[config.mk]
export PLATFORM = sky130hd
export DESIGN_NAME = mbist_march_ctrl
export DESIGN_NICKNAME = d
export VERILOG_FILES = /design/src/rtl/mbist_march_ctrl.sv
export SDC_FILE = /design/constraint.sdc
export NUM_CORES = 1
export LEC_CHECK = 0
export ABC_CLOCK_PERIOD_IN_PS = 3000
export CAP_MARGIN = 10
export CORE_MARGIN = 5
export CORE_UTILIZATION = 43
export CTS_CLUSTER_DIAMETER = 30
export DETAILED_ROUTE_END_ITERATION = 12
export HOLD_SLACK_MARGIN = 0.02
export PLACE_DENSITY = 0.8
export SLEW_MARGIN = 20
export SYNTH_ARGS = -nofsm -noshare
export SYNTH_HDL_FRONTEND = slang
export SYNTH_SLANG_ARGS = --single-unit
[constraint.sdc]
create_clock -name clk -period 3 [get_ports clk]
set_clock_uncertainty 0.2 [all_clocks]
set_input_delay 0.3 -clock clk [delete_from_list [all_inputs] [get_ports clk]]
set_output_delay 0.3 -clock clk [all_outputs]
set_load 0.01 [all_outputs]
[src/rtl/mbist_march_ctrl.sv]
// March C- MBIST sequencer: one memory op per cycle, reads checked READ_LATENCY cycles after issue.
// Latency: done at start+10N+READ_LATENCY+1; no backpressure, start is ignored while a run is active.
module mbist_march_ctrl #(
    parameter int ADDR_WIDTH   = 8,
    parameter int DATA_WIDTH   = 32,
    parameter int READ_LATENCY = 1
) (
    input  logic                  clk,
    input  logic                  reset,
    input  logic                  start,
    output logic                  busy,
    output logic                  done,
    output logic                  pass,
    output logic [15:0]           fail_count,
    output logic [ADDR_WIDTH-1:0] fail_addr,
    output logic [2:0]            fail_elem,
    output logic [DATA_WIDTH-1:0] fail_rdata,
    output logic                  mem_cs,
    output logic                  mem_we,
    output logic                  mem_re,
    output logic [ADDR_WIDTH-1:0] mem_addr,
    output logic [DATA_WIDTH-1:0] mem_wdata,
    input  logic [DATA_WIDTH-1:0] mem_rdata
);

    localparam logic [ADDR_WIDTH-1:0] ADDR_MAX = '1;
    localparam int DCW = $clog2(READ_LATENCY + 2);

    typedef enum logic [1:0] {
        IDLE  = 2'd0,
        RUN   = 2'd1,
        DRAIN = 2'd2,
        DONE  = 2'd3
    } state_t;

    state_t state, state_nxt;
    logic   accept;

    logic [2:0]            elem;
    logic [ADDR_WIDTH-1:0] addr;
    logic                  phase;
    logic [DCW-1:0]        drain_cnt;

    logic op_rd;
    logic op_bg;
    logic two_op;
    logic down;
    logic elem_end;
    logic op_last;

    logic [2:0] iss_elem;
    logic       iss_bg;

    logic [READ_LATENCY-1:0]                 pipe_vld;
    logic [READ_LATENCY-1:0]                 pipe_bg;
    logic [READ_LATENCY-1:0][ADDR_WIDTH-1:0] pipe_addr;
    logic [READ_LATENCY-1:0][2:0]            pipe_elem;

    logic [DATA_WIDTH-1:0] exp_word;
    logic                  mismatch;
    logic                  first_fail;
    logic [15:0]           fail_count_nxt;

    // Decode the op pointed to by (elem, phase): two-op elements read the old background first.
    always_comb begin
        op_rd  = 1'b0;
        op_bg  = 1'b0;
        two_op = 1'b0;
        down   = 1'b0;
        unique case (elem)
            3'd0: begin
                op_rd = 1'b0;
                op_bg = 1'b0;
            end
            3'd1: begin
                op_rd  = ~phase;
                op_bg  = phase;
                two_op = 1'b1;
            end
            3'd2: begin
                op_rd  = ~phase;
                op_bg  = ~phase;
                two_op = 1'b1;
            end
            3'd3: begin
                op_rd  = ~phase;
                op_bg  = phase;
                two_op = 1'b1;
                down   = 1'b1;
            end
            3'd4: begin
                op_rd  = ~phase;
                op_bg  = ~phase;
                two_op = 1'b1;
                down   = 1'b1;
            end
            default: begin
                op_rd = 1'b1;
                op_bg = 1'b0;
            end
        endcase
    end

    assign elem_end = down ? (addr == '0) : (addr == ADDR_MAX);
    assign op_last  = (elem == 3'd5) && (addr == ADDR_MAX);

    always_ff @(posedge clk) begin
        if (reset) begin
            state <= IDLE;
        end else begin
            state <= state_nxt;
        end
    end

    always_comb begin
        state_nxt = state;
        accept    = 1'b0;
        busy      = 1'b0;
        done      = 1'b0;
        unique case (state)
            IDLE: begin
                if (start) begin
                    accept    = 1'b1;
                    state_nxt = RUN;
                end
            end
            RUN: begin
                busy = 1'b1;
                if (op_last) begin
                    state_nxt = DRAIN;
                end
            end
            DRAIN: begin
                busy = 1'b1;
                if (drain_cnt == DCW'(READ_LATENCY)) begin
                    state_nxt = DONE;
                end
            end
            DONE: begin
                done      = 1'b1;
                state_nxt = IDLE;
            end
            default: state_nxt = IDLE;
        endcase
    end

    // Sequence counters: second op at an address before advancing; reload N-1 entering down elements.
    always_ff @(posedge clk) begin
        if (reset || accept) begin
            elem  <= 3'd0;
            addr  <= '0;
            phase <= 1'b0;
        end else if (state == RUN) begin
            if (two_op && !phase) begin
                phase <= 1'b1;
            end else begin
                phase <= 1'b0;
                if (elem_end) begin
                    elem <= elem + 3'd1;
                    addr <= (elem == 3'd2 || elem == 3'd3) ? ADDR_MAX : '0;
                end else if (down) begin
                    addr <= addr - ADDR_WIDTH'(1);
                end else begin
                    addr <= addr + ADDR_WIDTH'(1);
                end
            end
        end
    end

    always_ff @(posedge clk) begin
        if (reset || state != DRAIN) begin
            drain_cnt <= '0;
        end else begin
            drain_cnt <= drain_cnt + DCW'(1);
        end
    end

    // Registered memory interface; address and write data hold outside RUN.
    always_ff @(posedge clk) begin
        if (reset) begin
            mem_cs    <= 1'b0;
            mem_we    <= 1'b0;
            mem_re    <= 1'b0;
            mem_addr  <= '0;
            mem_wdata <= '0;
            iss_elem  <= 3'd0;
            iss_bg    <= 1'b0;
        end else if (state == RUN) begin
            mem_cs    <= 1'b1;
            mem_we    <= ~op_rd;
            mem_re    <= op_rd;
            mem_addr  <= addr;
            mem_wdata <= op_rd ? '0 : {DATA_WIDTH{op_bg}};
            iss_elem  <= elem;
            iss_bg    <= op_bg;
        end else begin
            mem_cs <= 1'b0;
            mem_we <= 1'b0;
            mem_re <= 1'b0;
        end
    end

    // Delay line fed from the issued op so its tail lines up with mem_rdata.
    always_ff @(posedge clk) begin
        if (reset) begin
            pipe_vld  <= '0;
            pipe_bg   <= '0;
            pipe_addr <= '0;
            pipe_elem <= '0;
        end else begin
            pipe_vld[0]  <= mem_re;
            pipe_bg[0]   <= iss_bg;
            pipe_addr[0] <= mem_addr;
            pipe_elem[0] <= iss_elem;
            for (int i = 1; i < READ_LATENCY; i++) begin
                pipe_vld[i]  <= pipe_vld[i-1];
                pipe_bg[i]   <= pipe_bg[i-1];
                pipe_addr[i] <= pipe_addr[i-1];
                pipe_elem[i] <= pipe_elem[i-1];
            end
        end
    end

    always_comb begin
        exp_word       = {DATA_WIDTH{pipe_bg[READ_LATENCY-1]}};
        mismatch       = pipe_vld[READ_LATENCY-1] && (mem_rdata != exp_word);
        first_fail     = mismatch && (fail_count == 16'd0);
        fail_count_nxt = fail_count;
        if (mismatch && fail_count != 16'hFFFF) begin
            fail_count_nxt = fail_count + 16'd1;
        end
    end

    always_ff @(posedge clk) begin
        if (reset || accept) begin
            fail_count <= 16'd0;
            fail_addr  <= '0;
            fail_elem  <= 3'd0;
            fail_rdata <= '0;
            pass       <= 1'b0;
        end else begin
            fail_count <= fail_count_nxt;
            if (first_fail) begin
                fail_addr  <= pipe_addr[READ_LATENCY-1];
                fail_elem  <= pipe_elem[READ_LATENCY-1];
                fail_rdata <= mem_rdata;
            end
            // The last compare lands on the same edge that enters DONE.
            if (state == DRAIN && state_nxt == DONE) begin
                pass <= (fail_count_nxt == 16'd0);
            end
        end
    end

endmodule

==> results of run 1 <==
-- area by class of cell --
cell class	instances	area (µm²)	area share [%]
Multi-Input combinational cell	423	2437	36.89
Sequential cell	105	2105	31.85
Clock inverter	7	67.56	1.023
Timing Repair Buffer	154	1541	23.33
Clock buffer	9	225.2	3.408
Inverter	14	52.55	0.7953
Tap cell	143	178.9	2.708
-- routing by layer --
| metal | vias to the layer above | global-route usage, % | wire, µm |
|---|---|---|---|
| met5 | - | 0 | 0 |
| met4 | 0 | 5.887 | 189 |
| met3 | 16 | 3.599 | 697 |
| met2 | 117 | 29.34 | 6162 |
| met1 | 2036 | 21.49 | 5395 |
| li1 | 2229 | - | - |
-- cells by family after synthesis --
logic type               share of synthesized area (%)
AO/OA/AOI/OAI                                    12.54
multiplexers                                     3.236
adder cells (fa/ha/maj)                          5.209
AND/OR/NAND/NOR                                  23.84
XOR/XNOR                                         4.248
buffers and inverters                            8.445
flip-flops                                       42.48
-- what timing repair did --
item                                    4_1_cts  5_1_grt
resized for setup                             0        5
endpoints found under the setup margin        0        2
hold buffers                                  0        0
buffers inserted                              0        0
-- worst max-delay path by stage --
stage | start | to | cells after the start
2_1_floorplan | elem[0]$_SDFFE_PP0P_ | addr[6]$_SDFFE_PP0P_ | 13
3_3_place_gp | mem_rdata[19] | pass$_SDFFE_PP0P_ | 9
3_5_place_dp | mem_rdata[19] | pass$_SDFFE_PP0P_ | 9
4_1_cts | elem[0]$_SDFFE_PP0P_ | addr[7]$_SDFFE_PP0P_ | 13
5_1_grt | elem[0]$_SDFFE_PP0P_ | addr[6]$_SDFFE_PP0P_ | 13
6_report | elem[0]$_SDFFE_PP0P_ | addr[7]$_SDFFE_PP0P_ | 13
-- worst max-delay path, stage by stage, from the launching register on --
cell      delay [ns]
dfxtp_2         0.38
inv_1           0.07
ha_1            0.25
mux2i_1         0.23
inv_2           0.10
ha_1            0.27
a21o_1          0.17
a21oi_1         0.21
o21bai_1        0.11
a21oi_2         0.18
o21ai_0         0.13
xnor2_1         0.14
a21oi_1         0.17
nor2_1          0.07
-- through the flow --
stage	area [µm²]	cells	util, %	setup WS (ns)
floorplan	4949	603	-	0.1675
global placement	6305	839	55.45	0.02037
CTS	6598	855	58.03	0.07952
finish	6608	855	58.12	0.2038
global route	6608	855	58.12	0.01345
detailed placement	6305	839	55.45	-0.01188
-- power by group through the flow --
stage	registers, W	logic (W)	clock network (W)
after global routing	0.00151	0.000608	0.00124
final	0.00150	0.000554	0.00116
after global placement	0.00153	0.000542	0
after CTS	0.00150	0.000554	0.00118
after floorplan	0.00152	0.000350	0
after detailed placement	0.00153	0.000550	0
-- layout by cell type, fill, tap and decap left out, drive strengths merged, types with 4 or more instances in the layout --
cell type,synthesis,final
nor3,13,13
a31oi,4,4
nand4,15,15
clkdlybuf4s50,0,139
xor2,10,10
or3,7,7
nor2b,16,16
ha,19,19
dfxtp,105,105
buf,42,15
nand2,111,111
o21ai,15,15
nand3,13,13
mux2i,16,16
a211oi,5,5
nor4,8,8
or4,5,5
and3,5,5
nor2,53,53
a21oi,67,67
clkbuf,19,9
inv,14,19
xnor2,14,14
-- registers in the layout, summed over array words and instances, names as in the netlist, 2 cells and up --
name	flops
iss_elem	3
addr	8
pipe_addr	8
fail_rdata	32
fail_elem	3
pipe_elem	3
fail_addr	8
fail_count	16
elem	3
drain_cnt	2
mem_addr	8
state	2
==> out/results.txt, run 1 <==
nets: 762
routability cong.: 0.8826
mean area per synthesized cell: 8.206 µm²
Area Growth Syn to Fin: 33.53%
PwrDens: 486.4 nW/µm²
Net Sw Frac: 29.19%
cell count of the worst reg-to-reg path: 13
total grt overflow: 0
largest net degree at the start of global routing: 44
sequential area share after synthesis: 42.48%
outcome: finished clean
Site Rows: 39
top_reg_cell synth: dfxtp_1
core footprint: 11370 µm²
Hold Vio Cnt, Final: 0
top cells by area, synth: dfxtp_1 42%, nand2_1 8.4%, a21oi_1 6.7%
Clock Latency Late Sink: 0.34 ns
Req. time, crit path: 3.03 ns
Die X: 117.3 µm
Yosys top cell area share: 42.48%
Commonest cells post-synth: 111 x nand2_1, 105 x dfxtp_1, 66 x a21oi_1
RSZ-0062 raised after global routing: false
Worst Hold Depth: 1
source of the worst hold timing path: drain_cnt[0]$_SDFF_PP0_
initial antenna violation count: 0
critical path type: reg2reg
Power, Total: 0.003214 W
first-pass GRT wire length: 19.10 mm
chip height: 117.3 µm
FMAX: 357.6 MHz
Setup violations, final: 0
Synth warnings: 0
logic gate share of total power: 17.2%
Diodes inserted: 0
count leader, synth: nand2_1
Fin Setup TNS: 0 ns
Internal: 0.002276 W
CTS Root Cell: clkbuf_16
CTS sink cnt: 105
syn nets: 658
I/O Pins: 140
CTS tree: built
layout cells sized above 1: 6.180%
minimum hold slack: 0.2230 ns
Pre-antenna DRT Iters: 4
Die Footprint: 13750 µm²
FF-to-FF End: addr[7]$_SDFFE_PP0P_
max-slew violations: 0
Initial Utilization: 43.52%
min Tclk post-route: 2.796 ns
number of enable flip-flop cells after synthesis: 0
leakage: 2.291 nW
Initial DRC Count: 282
CTS buffer count: 9
# fillers: 1022
post-DP HPWL: 9.177 mm
Max-Cap Viols: 0
worst reg2reg startpoint: elem[0]$_SDFFE_PP0P_
gr usage total: 17.17%
DRC errors left: 0
Flop pwr share: 46.7%
CP max FO: 5
vias in the first global route: 4060
leading area contributor after synthesis: dfxtp_1
largest vdd supply drop: 0.3235 mV
Clk pwr share: 36.1%
fin crit share: 93.21%
Post-Syn Area: 4948 µm²
clk buf depth: 2
Worst R2R Setup Slack: 0.20 ns
post-synthesis sequential element count: 105
Vias/cell: 5.144
Arrival @ worst endpoint: 2.83 ns
switching power total: 0.0009383 W
Final ANT Viol Nets: 0
Yosys cell types: 43
Hold/Removal Path Class: reg2reg
wire length per cell: 14.55 µm
Total Routed Length: 12.44 mm
Synth async-reset ratio: 0%
Worst Max-Slew Pin Slew: 0.9536 ns
Hold EP: drain_cnt[0]$_SDFF_PP0_
CP Capture Type: flip-flop
H-tree depth: 3
vias: 4398
Slew Limit Headroom: 36.34%
Clock transition at path regs: 0.08 ns
I/O Buffers: 139
Post-Synthesis Cells: 603
Critical Path Source Type: flip-flop
Note: power is estimated with default switching activity, not from simulation.
==> run 2: changes to the inputs <==
CAP_MARGIN = unset   (was 10)
==> results of run 2 <==
The final DEF is identical to that of run 1; final timing and power are the same.
